## src/rtl/hex_key_entry.sv

```systemverilog
// Pushbutton hex entry: synchronizes and debounces KEY[2:0], edits a DATA_W-bit value one nibble at a time,
// and commits it over a valid/ready handshake. Define HEX_ENTRY_BLINK_EN to blink the digit under the cursor.
//
// state  | meaning
// S_EDIT | editing, a commit press latches edit_value into out_data
// S_HOLD | out_valid high, waiting for out_ready; edits continue, commits ignored
module hex_key_entry #(
  parameter  int DATA_W       = 8,
  parameter  int DEB_CYCLES   = 500000,
  parameter  int BLINK_CYCLES = 12500000,
  localparam int NDIG         = DATA_W / 4,
  localparam int CW           = (NDIG > 1) ? $clog2(NDIG) : 1
) (
  input  logic              CLK,
  input  logic              RST,
  input  logic [2:0]        KEY,
  output logic [DATA_W-1:0] out_data,
  output logic              out_valid,
  input  logic              out_ready,
  output logic [DATA_W-1:0] edit_value,
  output logic [CW-1:0]     cursor,
  output logic [NDIG-1:0]   blank
);

  localparam int DEB_CW = $clog2(DEB_CYCLES + 1);
  localparam logic [DEB_CW-1:0] DEB_TC = DEB_CW'(DEB_CYCLES - 1);

  typedef enum logic {
    S_EDIT = 1'b0,
    S_HOLD = 1'b1
  } state_t;

  logic [2:0]        sync1_q, sync2_q;
  logic [2:0]        deb_q, deb_d;
  logic [DEB_CW-1:0] cnt_q [3];
  logic [DEB_CW-1:0] cnt_d [3];
  logic [2:0]        press_q, press_d;

  state_t            state_q, state_d;
  logic [DATA_W-1:0] edit_q, edit_d;
  logic [DATA_W-1:0] out_data_q, out_data_d;
  logic              out_valid_q, out_valid_d;
  logic [CW-1:0]     cursor_q, cursor_d;

  logic commit_p, inc_p, cur_p;

  always_ff @(posedge CLK or negedge RST) begin
    if (!RST) begin
      sync1_q <= 3'b111;
      sync2_q <= 3'b111;
    end else begin
      sync1_q <= KEY;
      sync2_q <= sync1_q;
    end
  end

  // The counter only runs while the synchronized level disagrees with the debounced one.
  always_comb begin
    deb_d   = deb_q;
    press_d = 3'b000;
    for (int k = 0; k < 3; k++) begin
      cnt_d[k] = '0;
      if (sync2_q[k] != deb_q[k]) begin
        if (cnt_q[k] == DEB_TC) begin
          deb_d[k]   = sync2_q[k];
          press_d[k] = ~sync2_q[k];
        end else begin
          cnt_d[k] = cnt_q[k] + 1'b1;
        end
      end
    end
  end

  always_ff @(posedge CLK or negedge RST) begin
    if (!RST) begin
      deb_q   <= 3'b111;
      press_q <= 3'b000;
      for (int k = 0; k < 3; k++) begin
        cnt_q[k] <= '0;
      end
    end else begin
      deb_q   <= deb_d;
      press_q <= press_d;
      for (int k = 0; k < 3; k++) begin
        cnt_q[k] <= cnt_d[k];
      end
    end
  end

  assign commit_p = press_q[0];
  assign inc_p    = press_q[1];
  assign cur_p    = press_q[2];

  always_ff @(posedge CLK or negedge RST) begin
    if (!RST) begin
      state_q <= S_EDIT;
    end else begin
      state_q <= state_d;
    end
  end

  always_comb begin
    state_d = state_q;
    case (state_q)
      S_EDIT: if (commit_p) state_d = S_HOLD;
      S_HOLD: if (out_valid_q && out_ready) state_d = S_EDIT;
      default: state_d = S_EDIT;
    endcase
  end

  // Every update reads only the pre-edge registers, so simultaneous presses act in parallel.
  always_comb begin
    edit_d      = edit_q;
    cursor_d    = cursor_q;
    out_data_d  = out_data_q;
    out_valid_d = out_valid_q;
    if (inc_p) begin
      edit_d[{cursor_q, 2'b00} +: 4] = edit_q[{cursor_q, 2'b00} +: 4] + 4'd1;
    end
    if (cur_p) begin
      cursor_d = (cursor_q == CW'(NDIG - 1)) ? '0 : cursor_q + 1'b1;
    end
    case (state_q)
      S_EDIT: begin
        if (commit_p) begin
          out_data_d  = edit_q;
          out_valid_d = 1'b1;
        end
      end
      S_HOLD: begin
        if (out_valid_q && out_ready) begin
          out_valid_d = 1'b0;
        end
      end
      default: out_valid_d = 1'b0;
    endcase
  end

  always_ff @(posedge CLK or negedge RST) begin
    if (!RST) begin
      edit_q      <= '0;
      cursor_q    <= '0;
      out_data_q  <= '0;
      out_valid_q <= 1'b0;
    end else begin
      edit_q      <= edit_d;
      cursor_q    <= cursor_d;
      out_data_q  <= out_data_d;
      out_valid_q <= out_valid_d;
    end
  end

  assign edit_value = edit_q;
  assign cursor     = cursor_q;
  assign out_data   = out_data_q;
  assign out_valid  = out_valid_q;

`ifdef HEX_ENTRY_BLINK_EN
  localparam int BLINK_CW = $clog2(BLINK_CYCLES + 1);
  localparam logic [BLINK_CW-1:0] BLINK_TC = BLINK_CW'(BLINK_CYCLES - 1);

  logic [BLINK_CW-1:0] blink_cnt_q, blink_cnt_d;
  logic                phase_q, phase_d;
  logic [NDIG-1:0]     blank_q, blank_d;

  // blank is derived from next-state values so the registered output tracks state, cursor and phase.
  always_comb begin
    blink_cnt_d = blink_cnt_q + 1'b1;
    phase_d     = phase_q;
    if (cur_p) begin
      blink_cnt_d = '0;
      phase_d     = 1'b0;
    end else if (blink_cnt_q == BLINK_TC) begin
      blink_cnt_d = '0;
      phase_d     = ~phase_q;
    end
    blank_d = '0;
    if (state_d == S_EDIT) begin
      blank_d[cursor_d] = phase_d;
    end
  end

  always_ff @(posedge CLK or negedge RST) begin
    if (!RST) begin
      blink_cnt_q <= '0;
      phase_q     <= 1'b0;
      blank_q     <= '0;
    end else begin
      blink_cnt_q <= blink_cnt_d;
      phase_q     <= phase_d;
      blank_q     <= blank_d;
    end
  end

  assign blank = blank_q;
`else
  // BLINK_CYCLES only matters with blinking; this is constant 0 for every legal value.
  assign blank = {NDIG{BLINK_CYCLES < 0}};
`endif

endmodule

```

## config.mk

```make
export PLATFORM = sky130hd
export DESIGN_NAME = hex_key_entry
export DESIGN_NICKNAME = d
export VERILOG_FILES = /design/src/rtl/hex_key_entry.sv
export SDC_FILE = /design/constraint.sdc
export NUM_CORES = 1
export LEC_CHECK = 0
export CAP_MARGIN = 20
export CORE_ASPECT_RATIO = 1.2
export CORE_MARGIN = 2
export CORE_UTILIZATION = 55
export CTS_CLUSTER_SIZE = 8
export DETAILED_ROUTE_END_ITERATION = 6
export PLACE_DENSITY = 0.85
export SKIP_CTS_REPAIR_TIMING = 1
export SLEW_MARGIN = 20
export SYNTH_ARGS = -nofsm -noshare
export SYNTH_HDL_FRONTEND = slang
export SYNTH_SLANG_ARGS = --single-unit
export TNS_END_PERCENT = 10
```

## constraint.sdc

```tcl
create_clock -name CLK -period 5.3 [get_ports CLK]
set_input_delay 0.795 -clock CLK [delete_from_list [all_inputs] [get_ports CLK]]
set_output_delay 0.795 -clock CLK [all_outputs]
set_load 0.03 [all_outputs]
```

==> impl_results.md, run 1 <==
* Initial antenna violation count at 0
* Nets at 414
* Vias at 2930
* Initial DRC Count at 148
* Synth Warn # at 0
* Unrepaired setup endpoints after global routing: no
* Largest stage delay on the critical path at 740 ps
* R2R Setup Slk at 3160 ps
* Row cnt at 34
* P_leak at 1.867 nW
* Design area at 0.004589 mm²
* CTS root buf: clkbuf_8
* Unique masters post-synth at 42
* Asr flop ratio synth at 100.0%
* Area of the multi-input gates at 0.001774 mm²
* Vias/cell at 5.872
* Final Hold Vio Count at 0
* Largest family of logic cells by synthesized area: simple AND/OR/NAND/NOR gates
* Tcrit/Tclk final at 45.72%
* Top delay family on crit path: buffers and inverters
* CTS Sinks at 88
* Fin cells at 499
* Clock Path Buffers at 2
* Startpoint Class: register
* Max stage delay cell, worst path: clkdlybuf4s50_1
* Largest net degree at the start of global routing at 89
* Final wirelength at 7458 µm
* H-tree depth at 3
* Die area at 0.008081 mm²
* Post-synth EDFFs at 0
* Routed Antenna Nets at 0
* Layout area overhead at 13.14%
* Max-slew headroom at 50.00%
* CTS Buf Count at 9
* Register area at 0.002213 mm²
* Layout cells sized above 1 at 11.00%
* Peak supply drop at 0.1565 mV
* 1st-pass router iterations at 4
* Max-capacitance violation count at 0
* Synthesized area at 0.004056 mm²
* CP max FO at 9
* Multiplexer area fraction after synthesis at 3.886%
* Clock Latency Late Sink at 350 ps
* Placement Cell Area at 0.004353 mm²
* Initial core utilization at 56.42%
* Simple-gate portion of the synthesized area at 23.04%
* F_max at 412.7 MHz
* CTS tree: built
* Pwr/cell area at 275.2 mW/mm²
* WP data arrival at 1630 ps
* Largest area contributor in the netlist: dfrtp_1
* Dpl hpwl at 5100 µm
* FILL cells at 545
* Final core utilization at 63.84%
* Drt wl/cell at 14.95 µm
* Adder-cell share of the synthesized area at 1.234%
* Seq/Total Area, Yosys at 54.57%
* Buf+Inv Stages, Crit Path at 1
* Die X at 82.40 µm
* Tmin final at 2423 ps
* Synth Area in Compound Gates at 5.583%
* Synthesized instance count at 380
* Reg clk slew, reported paths at 90 ps
* Power Total at 1.263 mW
* DRC errors left at 0
* Synth area leaders: dfrtp_1 (49%), xnor2_1 (6.5%), dfstp_2 (5.8%)
* Overflow after GRT at 0
* Slew @ Worst Pin at 750.0 ps
* Core ar. at 0.007189 mm²
* Final setup violation count at 0
* Worst EP required at 4510 ps
* Outcome: complete, no violations
* Fin. max-slew vios at 0
* Worst path cell trace: clkdlybuf4s50_1
* First-pass GRT wire length at 13010 µm
* Worst Skew at 8.678 ps
* Overall Global Routing Usage at 20.37%
* Hold Path Class: register to register
* Ant diodes at 0
* Worst setup EP type: output port
* Post-Place Cells at 483
* Ys flop type: dfrtp_1
* Critical path class: register to output port
* Number of port buffers at 23
* Avg Inst Size Synth at 10.67 µm²
* Register bit total from synthesis at 88
* Final GP Congestion at 0.8682
* Num ports at 26
* Top cell type's share of synthesized area at 48.74%
* Height of the die at 98.08 µm
* Number of global-route vias before repair at 2971
* Final TNS setup at 0 ps
* XOR/XNOR share of the synthesized area at 9.500%
layout make-up:
type,count,share of cell area (%)
sequential,88,48.23
multi-input combinational,273,38.66
timing repair buffer,24,5.207
clock buffer,10,2.781
tap,90,2.454
clock inverter,6,2.017
inverter,8,0.6543
kinds of logic after synthesis:
logic type,count (synthesis)
flops,88
fa+ha+maj,4
mux,14
xor+xnor,44
buf+inv,20
other cells,1
compound gates,38
simple gates,171
state kept, by name (all words and copies together) (netlist names):
signal      flops
state_q         1
deb_q           3
press_q         3
edit_value      8
out_valid       1
sync2_q         3
out_data        8
sync1_q         3
cnt_q          57
cursor          1
final timing paths:
| kind | startpoint | cells after the start | end |
|---|---|---|---|
| setup / recovery | cursor | 1 | cursor |
| hold / removal | sync1_q[1] | 0 | sync2_q[1] |
| setup reg to reg | cnt_q[19] | 5 | cnt_q[35] |
| hold reg to reg | sync1_q[1] | 0 | sync2_q[1] |
| max in group asynchronous | RST | 1 | cnt_q[54] |
| min in group asynchronous | RST | 1 | cnt_q[26] |
placed cells by master, fill, tap and decap left out, drive strengths merged, types with 2 or more instances in the layout:
| cell type | instances |
|---|---|
| a21oi | 17 |
| and2 | 4 |
| and3 | 6 |
| and4 | 6 |
| buf | 2 |
| bufinv | 2 |
| clkbuf | 10 |
| clkdlybuf4s50 | 22 |
| clkinvlp | 2 |
| conb | 2 |
| dfrtp | 79 |
| dfstp | 9 |
| ha | 4 |
| inv | 9 |
| mux2 | 14 |
| nand2 | 25 |
| nand2b | 2 |
| nand3 | 22 |
| nand4 | 19 |
| nor2 | 41 |
| nor3 | 5 |
| nor3b | 4 |
| nor4 | 9 |
| nor4b | 2 |
| o21ai | 11 |
| o31ai | 7 |
| or3 | 9 |
| or4 | 11 |
| xnor2 | 30 |
| xor2 | 14 |
cells in the mapped netlist (4+ instances only):
| cell | number |
|---|---|
| nand3_1 | 21 |
| and3_1 | 6 |
| nand2_1 | 25 |
| o21ai_0 | 10 |
| o31ai_1 | 6 |
| dfrtp_1 | 79 |
| and2_1 | 4 |
| dfstp_2 | 9 |
| nor4_1 | 9 |
| nor3b_1 | 4 |
| xor2_1 | 14 |
| or4_1 | 11 |
| inv_1 | 8 |
| and4_1 | 6 |
| ha_1 | 4 |
| nand4_1 | 18 |
| a21oi_1 | 17 |
| nor3_1 | 5 |
| mux2_2 | 12 |
| clkbuf_1 | 8 |
| xnor2_1 | 30 |
| or3_1 | 9 |
| nor2_1 | 41 |
power breakdown:
part	switching (mW)	internal, mW	total, mW
registers	0.0132	0.685	0.698
clock network	0.242	0.268	0.510
logic	0.0356	0.0184	0.0541
metal layers:
| metal | share of wire [%] | wire length [µm] | vias to the layer above | global-route usage [%] |
|---|---|---|---|---|
| met5 | 0 | 0 | - | 0 |
| met4 | 2.3 | 174 | 0 | 10.13 |
| met2 | 52 | 3861 | 61 | 32.94 |
| li1 | - | - | 1404 | - |
| met1 | 43 | 3182 | 1447 | 26.04 |
| met3 | 3.2 | 239 | 18 | 3.512 |
stage by stage:
step | worst slack (ps) | hold WS [ps]
after detailed placement | 2917 | 348.1
after global routing | 2799 | 362.1
final | 2877 | 359.5
after CTS | 2873 | 360.6
after global placement | 3070 | 346.0
after floorplan | 3338 | 345.2
(Power assumes the default switching activity.)
==> run 2, diff against run 1 <==
CORE_UTILIZATION = 53   (was 55)
clock period = 2 ns   (was 5.3 ns; I/O delays follow)
==> impl_results.md, run 2 (synthesis gave the netlist of run 1 again) <==
* Vias/cell at 5.847 (was 5.872)
* Routed Antenna Nets at 0 (unchanged)
* Top delay family on crit path: simple AND/OR/NAND/NOR gates (was buffers and inverters)
* Clock Latency Late Sink at 360 ps (was 350 ps)
* Clock Path Buffers at 2 (unchanged)
* Worst Skew at 12.54 ps (was 8.678 ps)
* Worst setup EP type: register (was output port)
* Num ports at 26 (unchanged)
* Largest net degree at the start of global routing at 40 (was 89)
* CP max FO at 7 (was 9)
* F_max at 521.9 MHz
* Max-capacitance violation count at 0 (unchanged)
* Post-Place Cells at 499 (was 483)
* Tmin final at 1916 ps
* Outcome: complete, no violations (unchanged)
* Tcrit/Tclk final at 95.80%
* Core ar. at 0.007317 mm² (was 0.007189 mm²)
* Dpl ws at 42.43 ps (was 2917 ps)
* DRC errors left at 0 (unchanged)
* Overall Global Routing Usage at 20.57% (was 20.37%)
* CTS Sinks at 88 (unchanged)
* Vias at 3023 (was 2930)
* Nets at 432 (was 414)
* Worst path cell trace: ha_1 > and4_2 > or4b_1 > mux2_1 (was clkdlybuf4s50_1)
* Number of global-route vias before repair at 3165 (was 2971)
* Final TNS setup at 0 ps (unchanged)
* Die X at 83.86 µm (was 82.40 µm)
* Critical path class: register to register (was register to output port)
* Setup slack after layout at 84.06 ps (was 2877 ps)
* Die area at 0.008372 mm² (was 0.008081 mm²)
* FILL cells at 524 (was 545)
* Buf+Inv Stages, Crit Path at 0 (was 1)
* Layout area overhead at 16.81% (was 13.14%)
* Number of port buffers at 23 (unchanged)
* Layout cells sized above 1 at 16.16% (was 11.00%)
* Overflow after GRT at 0 (unchanged)
* Hold Path Class: primary input to register (was register to register)
* Row cnt at 34 (unchanged)
* WP data arrival at 2190 ps (was 1630 ps)
* Reg clk slew, reported paths at 80 ps (was 90 ps)
* Initial core utilization at 55.44% (was 56.42%)
* H-tree depth at 3 (unchanged)
* Final GP Congestion at 0.8665 (was 0.8682)
* Final setup violation count at 0 (unchanged)
* Worst EP required at 2280 ps (was 4510 ps)
* Final Hold Vio Count at 0 (unchanged)
* Worst hold margin at 348.2 ps (was 359.5 ps)
* Drt wl/cell at 15.39 µm (was 14.95 µm)
* Most frequent cells in the layout: dfrtp_1 (77), nor2_1 (41), xnor2_1 (30), nand2_1 (25) (was dfrtp_1 (79), nor2_1 (41), xnor2_1 (30), nand2_1 (25), clkdlybuf4s50_1 (22))
* Height of the die at 99.84 µm (was 98.08 µm)
* 1st-pass router iterations at 4 (unchanged)
* Max stage delay cell, worst path: or4b_1 (was clkdlybuf4s50_1)
* Most common cell after layout, fill and taps aside: dfrtp_1 (unchanged)
* Power Total at 3.236 mW (was 1.263 mW)
* CTS root buf: clkbuf_8 (unchanged)
* CTS Buf Count at 9 (unchanged)
* Largest Register: cnt_q (unchanged)
* Fin. max-slew vios at 0 (unchanged)
* Final wirelength at 7956 µm (was 7458 µm)
* Startpoint Class: register (unchanged)
* Initial antenna violation count at 0 (unchanged)
* Largest register FFs at 57 (unchanged)
* Pwr/cell area at 683.0 mW/mm² (was 275.2 mW/mm²)
* First-pass GRT wire length at 13930 µm (was 13010 µm)
* Largest stage delay on the critical path at 530 ps (was 740 ps)
* Register area at 0.002216 mm² (was 0.002213 mm²)
* Initial DRC Count at 153 (was 148)
* Peak supply drop at 0.4116 mV (was 0.1565 mV)
* Dpl hpwl at 5430 µm (was 5100 µm)
* P_leak at 1.973 nW (was 1.867 nW)
* CTS tree: built (unchanged)
* Area of the multi-input gates at 0.001795 mm² (was 0.001774 mm²)
* Ant diodes at 0 (unchanged)
* Fin cells at 517 (was 499)
-- run 2: metrics by stage --
stage / instance area, µm² / utilization, %
2_1_floorplan: 4060 / -
3_3_place_gp: 4486 / 61.30
3_5_place_dp: 4486 / 61.30
4_1_cts: 4682 / 63.99
5_1_grt: 4738 / 64.76
6_report: 4738 / 64.76
-- run 2: path summary, 6_finish.rpt --
kind	startpoint	end	slack (ps)	cells after the start
setup / recovery	cnt_q[0]	deb_q[2]	80	4
hold / removal	KEY[0]	sync1_q[0]	350	1
setup reg to reg	cnt_q[0]	deb_q[2]	80	4
hold reg to reg	sync1_q[1]	sync2_q[1]	360	0
max in group asynchronous	RST	sync2_q[2]	920	3
min in group asynchronous	RST	cnt_q[19]	400	2
-- run 2: per-layer routing --
metal	share of wire, %	vias to the layer above	GRT usage [%]	routed length (µm)
li1	-	1442	-	-
met1	42	1472	24.42	3311
met2	52	93	35.57	4127
met3	4.2	16	3.372	333
met4	2.3	0	11.79	184
met5	0	-	0	0
-- run 2: report_power, final --
group,switching [mW],internal (mW),total (mW),leakage [nW]
registers,0.0360,1.82,1.85,1.18
clock network,0.633,0.584,1.22,0.0968
logic,0.102,0.0653,0.167,0.693
-- run 2: layout make-up --
cell class,count,area share (%)
Sequential cell,88,46.77
Multi-Input combinational cell,273,37.89
Timing Repair Buffer,42,8.186
Clock buffer,10,2.693
Tap cell,90,2.377
Clock inverter,6,1.452
Inverter,8,0.6337
==> run 3, diff against run 2 <==
CAP_MARGIN = 40   (was 20)
SLEW_MARGIN = default   (was 20)
==> results of run 3 <==
The final DEF is identical to that of run 2; final timing and power are the same.
==> RTL edit (flow settings as in run 3) <==
Set the parameter `DATA_W` to 16 (it was 8).
--- a/src/rtl/hex_key_entry.sv
+++ b/src/rtl/hex_key_entry.sv
@@ -6,5 +6,5 @@
 // S_HOLD | out_valid high, waiting for out_ready; edits continue, commits ignored
 module hex_key_entry #(
-  parameter  int DATA_W       = 8,
+  parameter  int DATA_W       = 16,
   parameter  int DEB_CYCLES   = 500000,
   parameter  int BLINK_CYCLES = 12500000,
Ports: changed (resized blank, cursor, edit_value and out_data); port bits go from 26 to 45. No check against the original RTL was run, so the function may have changed too.
==> RTL edit against run 3 <==
  * First-iteration DRC count grew 2.6%
  * The run now ends with negative setup slack left
  * Power grew 22%
  * Design area grew 24%
  * Sequential share of layout area shrank 2.0 points
  * Largest cell class unchanged
  * Synthesized area grew 21%
  * Sequential cell count grew 17
  * Setup slack lost 0.088 ns
  * Sequential power grew 18%
  * Wire length grew 29%
  * Via count grew 21%
==> RTL edit: results (changes against run 3) <==
vias in the first global route=3726 (+18%); Yosys cell types=44 (+4.8%); Seq pwr share=55.5% (-1.7 points); Adder-Cell Fraction of Synth Area=2.54% (+1.3 points); final setup fails=1 (+1); CP max-delay cell=or4_4; first-pass GRT wire length=17400 um (+25%); peak supply drop=0.000452 V (+9.8%); most frequent cells after synthesis=96 x dfrtp_1, 48 x nor2_1, 34 x nand2_1; DP Area=5610 sq um (+25%); crit-path max cell delay=0.59 ns (+0.06 ns); wire length per cell=16.2 um (+5.1%); setup ws final=-0.00409 ns (-0.0881 ns); Comb power=0.182 mW (+9%); Nets=527 (+22%); Synth Area in XOR/XNOR=6.95% (-2.6 points); EDFF count, synth=0 (unchanged); Max Clock Skew=0.0164 ns (+0.00385 ns); NetSw=0.891 mW (+16%); Post-Synthesis Cells=448 (+18%); DRT iter0 DRCs=157 (+2.6%); filler cell count=670 (+28%); top cells by area, synth=dfrtp_1 49%, dfstp_2 4.8%, xnor2_1 4.6%; CTS max path bufs=2 (unchanged); clock-pin slew on the worst setup and hold paths=0.11 ns (+0.03 ns); port bufs=40 (+74%); Vias per Instance=5.77 (-1.3%); Synth Area in Compound Gates=7.53% (+1.9 points); status=finished with violations; sequential area share after synthesis=53.7% (-0.90 points); pwr/cell area=670 nW/um^2 (-1.9%); GRT Total Usage=21.7% (+1.2 points); Worst Path Max Fanout=3 (-4); Final HPWL DP=7100 um (+31%); final WL=10300 um (+29%); layout cells sized above 1=17.2% (+1.1 points); failing checks=negative setup slack; GPL Wtd Cong=0.889 (+2.6%); ys async rst share=100% (unchanged); Skew-Pair Late Insertion Delay=0.38 ns (+0.02 ns); post-synthesis mux area share=6.18% (+2.3 points); Lkg Pwr=2.46 nW (+25%); Placed Cells incl. Taps=619 (+24%)
==> RTL edit: cell count changes after synthesis, moves of 6 or more <==
cell            run 3  this run
dfrtp_1            79        96
nand4_1            18        11
and3_1              6         0
inv_1               8        14
o21ai_0            10        16
ha_1                4        10
nand2_1            25        34
nor2_1             41        48
a22o_1              0         8
mux2_2             12        19
==> RTL edit: cell type report <==
| class | instances | area, sq um | share of cell area, % |
|---|---|---|---|
| well taps | 120 | 150 | 2.55 |
| multi-input cells | 315 | 2180 | 36.9 |
| flip-flops and latches | 105 | 2640 | 44.8 |
| clock inverters | 6 | 115 | 1.95 |
| inverters | 14 | 52.6 | 0.891 |
| clock buffers | 10 | 128 | 2.16 |
| repair buffers | 66 | 636 | 10.8 |
==> RTL edit: per-stage QoR <==
stage / setup WS (ns) / hold slack, ns / TNS, ns
global placement: 0.0261 / 0.192 / 0
finish: -0.00409 / 0.325 / -0.00409
global route: -0.0860 / 0.319 / -1.48
CTS: -0.0350 / -0.207 / -0.0629
detailed placement: -0.0108 / 0.196 / -0.0108
floorplan: -0.0181 / 0.00441 / -0.165
==> RTL edit: critical path, delay by kind of cell (launching register included) <==
kind / cells / cell delay, ns
AND/OR/NAND/NOR: 3 / 1.22
flip-flops: 1 / 0.39
multiplexers: 1 / 0.33
==> RTL edit: path summary, 6_finish.rpt <==
check	start	to
setup / recovery	cnt_q[29]	deb_q[1]
hold / removal	KEY[0]	sync1_q[0]
setup reg to reg	cnt_q[29]	deb_q[1]
hold reg to reg	sync1_q[2]	sync2_q[2]
max in group asynchronous	RST	deb_q[0]
min in group asynchronous	RST	cnt_q[16]
==> RTL edit: routing by layer <==
metal	part of all wire, %	GRT usage (%)
met5	0	0
met4	1.9	10.6
met3	3.0	2.95
met2	54	38.7
met1	41	26.2
